===== config.mk =====
export PLATFORM = sky130hd
export DESIGN_NAME = burst_gate_ctrl
export DESIGN_NICKNAME = d
export VERILOG_FILES = /design/src/rtl/burst_gate_ctrl.sv
export SDC_FILE = /design/constraint.sdc
export NUM_CORES = 1
export LEC_CHECK = 0
export CORE_AREA = 2 2 74 62
export CTS_CLUSTER_SIZE = 20
export DETAILED_ROUTE_END_ITERATION = 8
export DIE_AREA = 0 0 76 64
export GPL_TIMING_DRIVEN = 1
export PLACE_DENSITY = 0.74
export SLEW_MARGIN = 15
export SYNTH_ARGS = -nofsm -noshare
export SYNTH_HDL_FRONTEND = slang
export SYNTH_SLANG_ARGS = --single-unit

===== constraint.sdc =====
create_clock -name clk -period 2.4 [get_ports clk]
set_input_delay 0.48 -clock clk [delete_from_list [all_inputs] [get_ports clk]]
set_output_delay 0.48 -clock clk [all_outputs]
set_load 0.01 [all_outputs]

===== src/rtl/burst_gate_ctrl.sv =====
// -----------------------------------------------------------------------------
// burst_gate_ctrl
//
// Line-timing controller in front of color_decoder. It watches the raw 12-bit
// composite stream for horizontal sync tips, measures the line period, and
// from the recovered line position drives:
//   - the decoder's colour-burst gate (burst_active),
//   - an active-video qualifier (active_video),
//   - a line-start strobe (hsync_pulse) and the line position (line_cnt),
//   - a lock flag (locked) telling downstream logic pixel positions are valid.
//
// Ports
//   clk           in   1   74.25 MHz pixel/ADC clock
//   rst           in   1   synchronous, active-high reset
//   adc_raw       in   12  unsigned composite sample, same clock domain
//   burst_active  out  1   burst gate window to color_decoder
//   active_video  out  1   high during the active portion of locked lines
//   hsync_pulse   out  1   one-cycle strobe at each line start
//   line_cnt      out  13  clocks since last line start, saturates at 8191
//   locked        out  1   line timing locked
//   state_dbg     out  1   FSM state (0 = SEARCH, 1 = TRACK)
//
// Optional feature macro: FLYWHEEL_EN
//   When defined, a missed sync while locked synthesizes a line start instead
//   of dropping lock; lock drops only after more than MAX_MISS consecutive
//   missed syncs. When undefined, any missed sync returns to SEARCH.
//
// Handshake: there is no valid/ready flow control in this block. adc_raw is
// a free-running sample stream accepted every clock; all outputs are
// registered levels/strobes that are valid every clock.
//
// Sync detection timing: adc_raw is registered once (adc_q), and the low-run
// counter runs on adc_q. A sync is confirmed on the clock edge at which the
// run count reaches SYNC_MIN, so a tip first sampled at edge 0 produces
// hsync_pulse (and line_cnt = 0) after edge SYNC_MIN, i.e. 1 + SYNC_MIN clocks
// from the sample being presented.
// -----------------------------------------------------------------------------
module burst_gate_ctrl #(
  parameter logic [11:0] SYNC_THRESH  = 12'd1900,
  parameter int          SYNC_MIN     = 148,
  parameter int          LINE_NOM     = 4719,
  parameter int          LINE_TOL     = 64,
  parameter int          BURST_START  = 394,
  parameter int          BURST_LEN    = 186,
  parameter int          ACTIVE_START = 809,
  parameter int          ACTIVE_LEN   = 3840,
  parameter int          LOCK_LINES   = 8
`ifdef FLYWHEEL_EN
  ,
  parameter int          MAX_MISS     = 4
`endif
) (
  input  logic        clk,
  input  logic        rst,
  input  logic [11:0] adc_raw,
  output logic        burst_active,
  output logic        active_video,
  output logic        hsync_pulse,
  output logic [12:0] line_cnt,
  output logic        locked,
  output logic        state_dbg
);

  // ---------------------------------------------------------------------------
  // Sized constants
  // ---------------------------------------------------------------------------
  localparam int RUN_W  = $clog2(SYNC_MIN + 1);
  localparam int GOOD_W = $clog2(LOCK_LINES + 1);

  localparam logic [RUN_W-1:0]  RUN_SAT   = RUN_W'(SYNC_MIN);
  localparam logic [RUN_W-1:0]  RUN_LAST  = RUN_W'(SYNC_MIN - 1);

  localparam logic [12:0] LINE_LO  = 13'(LINE_NOM - LINE_TOL);
  localparam logic [12:0] LINE_HI  = 13'(LINE_NOM + LINE_TOL);
  localparam logic [12:0] BURST_LO = 13'(BURST_START);
  localparam logic [12:0] BURST_HI = 13'(BURST_START + BURST_LEN - 1);
  localparam logic [12:0] ACT_LO   = 13'(ACTIVE_START);
  localparam logic [12:0] ACT_HI   = 13'(ACTIVE_START + ACTIVE_LEN - 1);
  localparam logic [12:0] CNT_SAT  = 13'h1FFF;

  localparam logic [GOOD_W-1:0] GOOD_SAT  = GOOD_W'(LOCK_LINES);
  localparam logic [GOOD_W-1:0] GOOD_LAST = GOOD_W'(LOCK_LINES - 1);

`ifdef FLYWHEEL_EN
  localparam int                MISS_W     = $clog2(MAX_MISS + 2);
  localparam logic [MISS_W-1:0] MISS_LIMIT = MISS_W'(MAX_MISS);
`endif

  // ---------------------------------------------------------------------------
  // FSM state
  // ---------------------------------------------------------------------------
  typedef enum logic {
    SEARCH = 1'b0,
    TRACK  = 1'b1
  } state_t;

  state_t state;

  assign state_dbg = (state == TRACK);

  // ---------------------------------------------------------------------------
  // Input register and low-run counter
  // ---------------------------------------------------------------------------
  logic [11:0]      adc_q;
  logic [RUN_W-1:0] run_cnt;
  logic             sample_low;
  logic             confirm;

  // The reset value is a blanking level, so an input that is already low when
  // reset releases starts a fresh run on the first post-reset sample.
  always_ff @(posedge clk) begin
    if (rst) begin
      adc_q <= 12'hFFF;
    end else begin
      adc_q <= adc_raw;
    end
  end

  assign sample_low = (adc_q < SYNC_THRESH);

  // Saturating at SYNC_MIN means a long tip can only confirm once.
  always_ff @(posedge clk) begin
    if (rst) begin
      run_cnt <= '0;
    end else if (!sample_low) begin
      run_cnt <= '0;
    end else if (run_cnt != RUN_SAT) begin
      run_cnt <= run_cnt + 1'b1;
    end
  end

  // High during the cycle whose edge takes the count to SYNC_MIN.
  assign confirm = sample_low && (run_cnt == RUN_LAST);

  // ---------------------------------------------------------------------------
  // Line-position decode
  // ---------------------------------------------------------------------------
  logic in_accept;   // line_cnt inside the accepted period window
  logic good_line;   // confirm that closes a line of acceptable length
  logic timeout;     // line would run past the accepted window
  logic burst_win;
  logic act_win;

  always_comb begin
    in_accept = (line_cnt >= LINE_LO) && (line_cnt <= LINE_HI);
    good_line = (state == TRACK) && confirm && in_accept;
    // line_cnt == LINE_HI means the next edge would reach LINE_HI + 1.
    // A confirm on that same cycle wins because good_line is checked first.
    timeout   = (state == TRACK) && (line_cnt >= LINE_HI);
    burst_win = (line_cnt >= BURST_LO) && (line_cnt <= BURST_HI);
    act_win   = (line_cnt >= ACT_LO) && (line_cnt <= ACT_HI);
  end

  // ---------------------------------------------------------------------------
  // Line FSM with registered outputs
  // ---------------------------------------------------------------------------
  logic [GOOD_W-1:0] good_cnt;
`ifdef FLYWHEEL_EN
  logic [MISS_W-1:0] miss_cnt;
`endif

  always_ff @(posedge clk) begin
    if (rst) begin
      state        <= SEARCH;
      line_cnt     <= '0;
      hsync_pulse  <= 1'b0;
      burst_active <= 1'b0;
      active_video <= 1'b0;
      locked       <= 1'b0;
      good_cnt     <= '0;
`ifdef FLYWHEEL_EN
      miss_cnt     <= '0;
`endif
    end else begin
      hsync_pulse <= 1'b0;

      case (state)
        SEARCH: begin
          line_cnt     <= '0;
          burst_active <= 1'b0;
          active_video <= 1'b0;
          locked       <= 1'b0;
          good_cnt     <= '0;
`ifdef FLYWHEEL_EN
          miss_cnt     <= '0;
`endif
          if (confirm) begin
            state       <= TRACK;
            hsync_pulse <= 1'b1;
          end
        end

        TRACK: begin
          if (line_cnt != CNT_SAT) begin
            line_cnt <= line_cnt + 13'd1;
          end
          // Burst gate runs whether or not locked so the decoder PLL can
          // acquire; active video is only qualified on locked lines.
          burst_active <= burst_win;
          active_video <= act_win && locked;

          if (good_line) begin
            hsync_pulse  <= 1'b1;
            line_cnt     <= '0;
            // A line start closes any open window immediately.
            burst_active <= 1'b0;
            active_video <= 1'b0;
            if (good_cnt != GOOD_SAT) begin
              good_cnt <= good_cnt + 1'b1;
            end
            if (good_cnt >= GOOD_LAST) begin
              locked <= 1'b1;
            end
`ifdef FLYWHEEL_EN
            miss_cnt <= '0;
`endif
          end else if (timeout) begin
`ifdef FLYWHEEL_EN
            if (locked && (miss_cnt < MISS_LIMIT)) begin
              // Flywheel: keep the line grid running on the expected period.
              hsync_pulse  <= 1'b1;
              line_cnt     <= '0;
              burst_active <= 1'b0;
              active_video <= 1'b0;
              miss_cnt     <= miss_cnt + 1'b1;
            end else begin
              state        <= SEARCH;
              line_cnt     <= '0;
              burst_active <= 1'b0;
              active_video <= 1'b0;
              locked       <= 1'b0;
              good_cnt     <= '0;
              miss_cnt     <= '0;
            end
`else
            state        <= SEARCH;
            line_cnt     <= '0;
            burst_active <= 1'b0;
            active_video <= 1'b0;
            locked       <= 1'b0;
            good_cnt     <= '0;
`endif
          end
        end

        default: begin
          state <= SEARCH;
        end
      endcase
    end
  end

endmodule

After elaboration in Yosys (flattened, before gate mapping)

Index checks and enable logic that the tools add are counted.

$add $sub $neg: 3
Mux-type cells: 24
Bitwise gates (word level): 2
Eq/ne operators: 8
Order comparisons: 9
Reductions and logical operators: 11

Operator list:

| cell                                                                                   | number |
|---|---|
| 13-bit two-way mux                                                                     | 3 |
| 13-bit greater-or-equal comparator (second input constant)                             | 2 |
| 13-bit less-or-equal comparator (second input constant)                                | 2 |
| 13-bit case mux with 2 select lines                                                    | 1 |
| 13-bit by 1-bit adder with 13-bit output (second input constant)                       | 1 |
| 13-bit by 10-bit greater-or-equal comparator with 1-bit output (second input constant) | 1 |
| 13-bit by 9-bit greater-or-equal comparator with 1-bit output (second input constant)  | 1 |
| 13-bit by 10-bit less-or-equal comparator with 1-bit output (second input constant)    | 1 |
| 13-bit != test (second input constant)                                                 | 1 |
| 12-bit by 11-bit < comparator with 1-bit output (second input constant)                | 1 |
| 4-bit two-way mux                                                                      | 3 |
| 1-bit two-way mux                                                                      | 11 |
| 1-bit case mux with 2 select lines                                                     | 5 |
| 8-bit by 1-bit adder with 8-bit output (second input constant)                         | 1 |
| 8-bit == test (second input constant)                                                  | 1 |
| 1-bit logical AND                                                                      | 8 |
| 8-bit != test (second input constant)                                                  | 1 |
| 4-bit case mux with 2 select lines                                                     | 1 |
| 3-bit by 2-bit != test with 1-bit output (second input constant)                       | 2 |
| 4-bit by 1-bit adder with 4-bit output (second input constant)                         | 1 |
| 4-bit by 3-bit greater-or-equal comparator with 1-bit output (second input constant)   | 1 |
| 4-bit by 1-bit != test with 1-bit output (second input constant)                       | 1 |
| 4-bit != test (second input constant)                                                  | 1 |
| 2-bit AND reduction                                                                    | 2 |
| 3 further kinds                                                                        | 4 |

Logic and storage cells: 66
Register bits after elaboration: 42
Bits of input ports: 14
Output and inout port bits: 18

Longest topological paths before layout

Gate-level depths: netlist of run 1.

Word-level depth: 6
Mapped depth: 9
Mapped depth without buffers: 7

Worst setup path before layout of run 1

OpenSTA, ideal clock, no wires.

Path kind: reg-to-reg
Start point: reg line_cnt[1]
End point: reg active_video
Library setup time: 126 ps
Arrival: 2027 ps
Buffers on the path: 2
Data required time: 2274 ps
Cell stages (with the launch flop): 10
Path slack: 247 ps
Period minus slack after synthesis: 2153 ps
Path through: dfxtp_1 > ha_1 > nand4_1 > nor2_1 > or4b_1 > nand3_1 > or3_1 > buf_6 > buf_6 > nor2_2

Word-level cells in the longest chain between the ends: 6
Elaborated cells on any way between the ends: 13
Those cells by class: order compare: 5; mux: 3; reduce/logical: 5

Ends and longest elaborated chain:

| item                                                                                                              | line | source |
|---|---|---|
| start: declaration                                                                                                | 59   | `output logic [12:0] line_cnt,` |
| start signal: assignment                                                                                          | 195  | `line_cnt <= line_cnt + 13'd1;` |
| 13-bit by 10-bit greater-or-equal comparator with 1-bit output or 13-bit less-or-equal comparator (tied branches) | 151  | `act_win = (line_cnt >= ACT_LO) && (line_cnt <= ACT_HI);` |
| 1-bit logical AND                                                                                                 | 151  |  |
| 1-bit logical AND                                                                                                 | 200  | `active_video <= act_win && locked;` |
| 1-bit two-way mux                                                                                                 | 217  | `end else if (timeout) begin` |
| 1-bit two-way mux *                                                                                               | 202  | `if (good_line) begin` |
| 1-bit case mux with 2 select lines *                                                                              | 177  | `case (state)` |
| end signal: assignment                                                                                            | 200  |  |
| end: declaration                                                                                                  | 57   | `output logic active_video,` |

Every way passes the cells marked *; elsewhere a longest branch is shown, timed or not.
A chain may end at the register's enable or synchronous reset.

Worst setup path in the final report of run 1

Start point: reg line_cnt[2]
End point: reg locked

Word-level cells in the longest chain between the ends: 5
Elaborated cells on any way between the ends: 11
Those cells by class: order compare: 3; eq/ne: 2; mux: 2; reduce/logical: 4

Ends and longest elaborated chain:

| item                                                                                  | line | source |
|---|---|---|
| 13-bit greater-or-equal comparator or 13-bit less-or-equal comparator (tied branches) | 145  | `in_accept = (line_cnt >= LINE_LO) && (line_cnt <= LINE_HI);` |
| 1-bit logical AND                                                                     | 145  |  |
| 1-bit logical AND                                                                     | 146  | `good_line = (state == TRACK) && confirm && in_accept;` |
| 1-bit two-way mux, or another cell as far along                                       | 202  |  |
| 1-bit case mux with 2 select lines or 2-bit AND reduction (tied branches)             | n/a  |  |
| end signal: assignment                                                                | 169  | `locked <= 1'b0;` |
| end signal: assignment                                                                | 182  | `locked <= 1'b0;` |
| end signal: assignment                                                                | 212  | `locked <= 1'b1;` |
| end: declaration                                                                      | 60   | `output logic locked,` |

Parallel ways exist; a longest one is shown, timed or not.

==> results by stage, run 1 <==
Status:
- The run finished with clean final reports.

Floorplanning:
- The floorplan has 21 rows.
- The height of the die is 64 um.
- The floorplan step defined a die boundary enclosing 4864 um^2.
- For this configuration, the core starts out at a cell density of 0.5023.
- The top-level port count is 32.
- From left edge to right edge, the die measures 76 um.
- The placeable core region is 4073 um^2.

Route:
- The total wire length after detailed routing is 4.065 mm.
- The mean routed wirelength per cell is 12.59 um.
- The final route contains 1,718 vias.
- The first routing iteration left 60 violations.
- The length of the first detailed-routing pass in iterations is 4.
- For this run, design rule violations remaining after detail routing come to 0.
- The via-per-instance ratio is 5.319.
- In this run the remaining antenna-violating nets after routing total 0.

Synthesis:
- The number of different library cells in the post-synthesis netlist is 53.
- The total of flip-flops plus latches after synthesis is 40.
- For this run, asynchronously set or reset flops after synthesis account for 0.
- For this run, the register share of the synthesized area comes to 0.3914.
- Synthesis produced a netlist with a net count of 251.
- Counting every instance in the synthesized netlist gives 230.
- The synthesized area is 2046 um^2.
- Averaged over all synthesized cells, the footprint is 8.894 um^2.
- In this run, synthesis inferred 0 flip-flops with an integrated enable.
- The number of warning messages in the yosys log is 0.
- In the synthesized netlist the dominant register cell turns out to be dfxtp_1.

Global routing:
- The wire length of the first global-routing pass is 7.203 mm.
- The maximum number of pins on one net before global-route repair is 16.
- The via count of the first global-routing pass is 1,556.
- In the global route stage, overall resource usage came out at 0.1820.
- The overall overflow remaining after global route is 0.
- The number of antenna violations at the first check in global routing is 0.

Critical path:
- The reg2reg setup slack is 0.20 ns.
- For this run, the slowest stage of the critical path takes 0.52 ns.
- The worst setup path is launched from a register.
- The largest fanout of any net on the critical path is 10.
- In this run the critical register-to-register path is launched from line_cnt[2].
- The type of the worst setup path is register to register.
- The required time of the critical path is 2.61 ns.
- Measured in cells, the most critical reg-to-reg path has a length of 6.
- The critical path arrival is 2.41 ns.
- The worst register-to-register path ends at locked.
- The signal on the critical path passes through nand4_1 -> nor2_1 -> or4b_1 -> o21ai_0 -> nand3b_1 -> nor3_1.
- On the critical path the largest part of the delay comes from simple AND/OR/NAND/NOR gates.
- The type of destination of the critical path is a register.
- Counting both buffers and inverters, the worst setup path holds a total of 0.
- The slowest stage cell on the critical path is dfxtp_1.

Pwr:
- The worst IR drop on VDD is 0.0004998 V.
- The net switching power figure is 249.6 uW.
- The share of total power in the clock network is 0.431.
- The portion of total power attributed to combinational logic is 0.030.
- The power per cell area is 495.9 nW/um^2.
- The leakage dissipation is 0.8528 nW.
- Of the total power, registers draw 0.539.
- The cell-internal power is 1.006 mW.
- Of the total power, the share spent switching nets is 0.1988.

Finish:
- The filler cells instantiated in the layout total 359.
- Excluding fillers, the count of instances in the completed layout stands at 323.
- The most common cell after layout, fill and taps aside is dfxtp_1.
- Of the cells placed in the final design, the portion with a size suffix greater than 1 is 0.1504.
- The final layout contains 286 nets.
- The number of inserted diodes is 0.
- Relative to the synthesized area, the layout overhead comes to 23.79%.
- Leaving out fill and tap cells, the most frequent cells in the layout are dfxtp_1, clkdlybuf4s50_1, nor2_1.

Placement:
- The count of buffers inserted at the top-level ports is 29.
- The placed wire-length estimate after detailed placement is 2.981 mm.
- Routability-driven placement finished with a final weighted congestion of 0.8496.
- The number of placed instances, taps included, is 315.

Clock network:
- The clock tree synthesis step divided the H-tree into 2 levels.
- TritonCTS built the clock tree.
- Counting every sink on the clock net gives 40.
- The number of buffers added to fix hold violations after cts is 0.
- The tree is rooted in a clkbuf_8.
- Clock-pin slew was measured on the worst setup and hold paths at 0.08 ns.
- The clock insertion delay at the later pin of the skew report is 0.29 ns.
- The longest clock path from root to sink contains 2 buffers.
- Clock tree synthesis inserted a total of 5 buffers.

STA:
- The max-slew violation count is 0.
- On the final layout, the worst clock skew is 0.01022 ns.
- For the pin with the worst max-slew slack, the measured transition is 0.4991 ns.
- Dividing the final minimum period by the clock period gives 0.9159.
- The final hold violation count was 0.
- Setup violations remaining at the end of the flow were counted as 0.
- In the final timing run, aggregate negative setup slack is 0 ns.
- The worst path in the final design needs a cycle of 2.198 ns, including I/O delays and setup.
- Setup repair after global routing left no endpoint under its margin.
- For this run, the top clock speed supported by timing is 454.9 MHz.
- The worst slew margin relative to its limit is 0.6650.

Hold path:
- The worst hold path terminates at good_cnt[1].
- In this run the worst hold path is classified as register to register.
- The startpoint of the tightest hold check path is good_cnt[1].
- The cell depth of the worst hold path is 2.

Run:
- The max-cap violation count is 0.
registers in the layout, indices dropped and copies added, names as in the netlist:
| register | count |
|---|---|
| adc_q | 10 |
| state_dbg | 1 |
| active_video | 1 |
| hsync_pulse | 1 |
| run_cnt | 8 |
| locked | 1 |
| good_cnt | 4 |
| line_cnt | 13 |
| burst_active | 1 |
cell usage after synthesis (5+ instances only):
| cell | count | share of area |
|---|---|---|
| dfxtp_1 | 40 | 0.39 |
| nor2_1 | 28 | 0.051 |
| a21oi_1 | 12 | 0.029 |
| inv_1 | 12 | 0.022 |
| or2_2 | 10 | 0.031 |
| nand3_1 | 9 | 0.022 |
| nand4_1 | 9 | 0.028 |
| nor3_1 | 9 | 0.022 |
| xor2_1 | 9 | 0.039 |
| nand2_1 | 8 | 0.015 |
| ha_1 | 7 | 0.043 |
| o21ai_0 | 6 | 0.015 |
| xnor2_1 | 6 | 0.026 |
| nor4_1 | 5 | 0.015 |
repair_timing:
item	CTS	global route
setup endpoints to repair	0	1
hold endpoints to repair	0	0
setup buffers	0	0
gates resized for setup	0	0
per-stage QoR:
stage | util | hold slack [ns] | power [mW] | cell area [um^2] | worst slack (ns)
finish | 0.6218 | 0.5287 | 1.256 | 2532 | 0.2017
global route | 0.6218 | 0.5804 | 1.307 | 2532 | 0.02771
floorplan | - | 0.4884 | 0.7081 | 2046 | 0.2467
global placement | 0.5945 | 0.5168 | 0.7297 | 2421 | 0.2680
CTS | 0.6218 | 0.5260 | 1.268 | 2532 | 0.2046
detailed placement | 0.5945 | 0.5149 | 0.7308 | 2421 | 0.2268
kinds of logic (layout without fill, tap and decap cells):
kind of cell | count (synthesis) | count (layout) | synth area share
and+or+nand+nor | 104 | 104 | 0.3040
AOI/OAI and AO/OA | 40 | 40 | 0.1358
DFF | 40 | 40 | 0.3914
buffers and inverters | 24 | 60 | 0.06177
xor gates and xnor gates | 15 | 15 | 0.06422
adders and majority gates | 7 | 7 | 0.04281
worst max path at each step:
| stage | start | to | slack [ns] | depth (start not counted) |
|---|---|---|---|---|
| detailed placement | line_cnt[2] | locked | 0.23 | 6 |
| finish | line_cnt[2] | locked | 0.20 | 6 |
| floorplan | line_cnt[1] | active_video | 0.25 | 9 |
| global placement | line_cnt[0] | burst_active | 0.27 | 8 |
| global route | line_cnt[0] | burst_active | 0.03 | 8 |
| CTS | line_cnt[2] | locked | 0.20 | 6 |
power groups by stage:
stage / registers (mW) / clock network (mW) / logic [mW]
2_1_floorplan: 0.692 / 0 / 0.0163
3_3_place_gp: 0.693 / 0 / 0.0371
3_5_place_dp: 0.693 / 0 / 0.0380
4_1_cts: 0.677 / 0.552 / 0.0381
5_1_grt: 0.678 / 0.587 / 0.0420
6_report: 0.677 / 0.541 / 0.0376
cell type report:
| type | count | area, um^2 | share of cell area |
|---|---|---|---|
| multi-input combinational | 166 | 1119 | 0.4417 |
| clock inverter | 3 | 42.54 | 0.01680 |
| inverter | 12 | 45.04 | 0.01779 |
| sequential | 40 | 800.8 | 0.3162 |
| tap | 57 | 71.32 | 0.02816 |
| clock buffer | 5 | 68.82 | 0.02717 |
| timing repair buffer | 40 | 385.4 | 0.1522 |
worst register-to-register path, cell delays in order (launching register included):
cell and delay, ns:
dfxtp_1 0.52, nand4_1 0.30, nor2_1 0.14, or4b_1 0.52
o21ai_0 0.20, nand3b_1 0.23, nor3_1 0.22
routing by layer:
layer	routed length, um	GRT usage	share of wire	vias up
met5	0	0	0	-
met4	41	0.06136	0.010	0
met3	173	0.03531	0.043	4
met2	1713	0.2824	0.42	34
met1	2136	0.2550	0.53	791
li1	-	-	-	889
(Power assumes the default switching activity.)
==> run 2: changes to the inputs <==
--- a/config.mk
+++ b/config.mk
@@ -5,11 +5,13 @@
 export SDC_FILE = /design/constraint.sdc
 export NUM_CORES = 1
 export LEC_CHECK = 0
+export CAP_MARGIN = 0
 export CORE_AREA = 2 2 74 62
 export CTS_CLUSTER_SIZE = 20
 export DETAILED_ROUTE_END_ITERATION = 8
 export DIE_AREA = 0 0 76 64
 export GPL_TIMING_DRIVEN = 1
+export HOLD_SLACK_MARGIN = 0.05
 export PLACE_DENSITY = 0.74
 export SLEW_MARGIN = 15
 export SYNTH_ARGS = -nofsm -noshare
==> results of run 2 <==
Same layout as run 1: the final DEF is identical, and so are final timing and power.
==> run 3: changes to the inputs <==
--- a/config.mk
+++ b/config.mk
@@ -17,3 +17,4 @@
 export SYNTH_ARGS = -nofsm -noshare
 export SYNTH_HDL_FRONTEND = slang
 export SYNTH_SLANG_ARGS = --single-unit
+export TNS_END_PERCENT = 100
==> results of run 3 <==
Same layout as run 1: the final DEF is identical, and so are final timing and power.
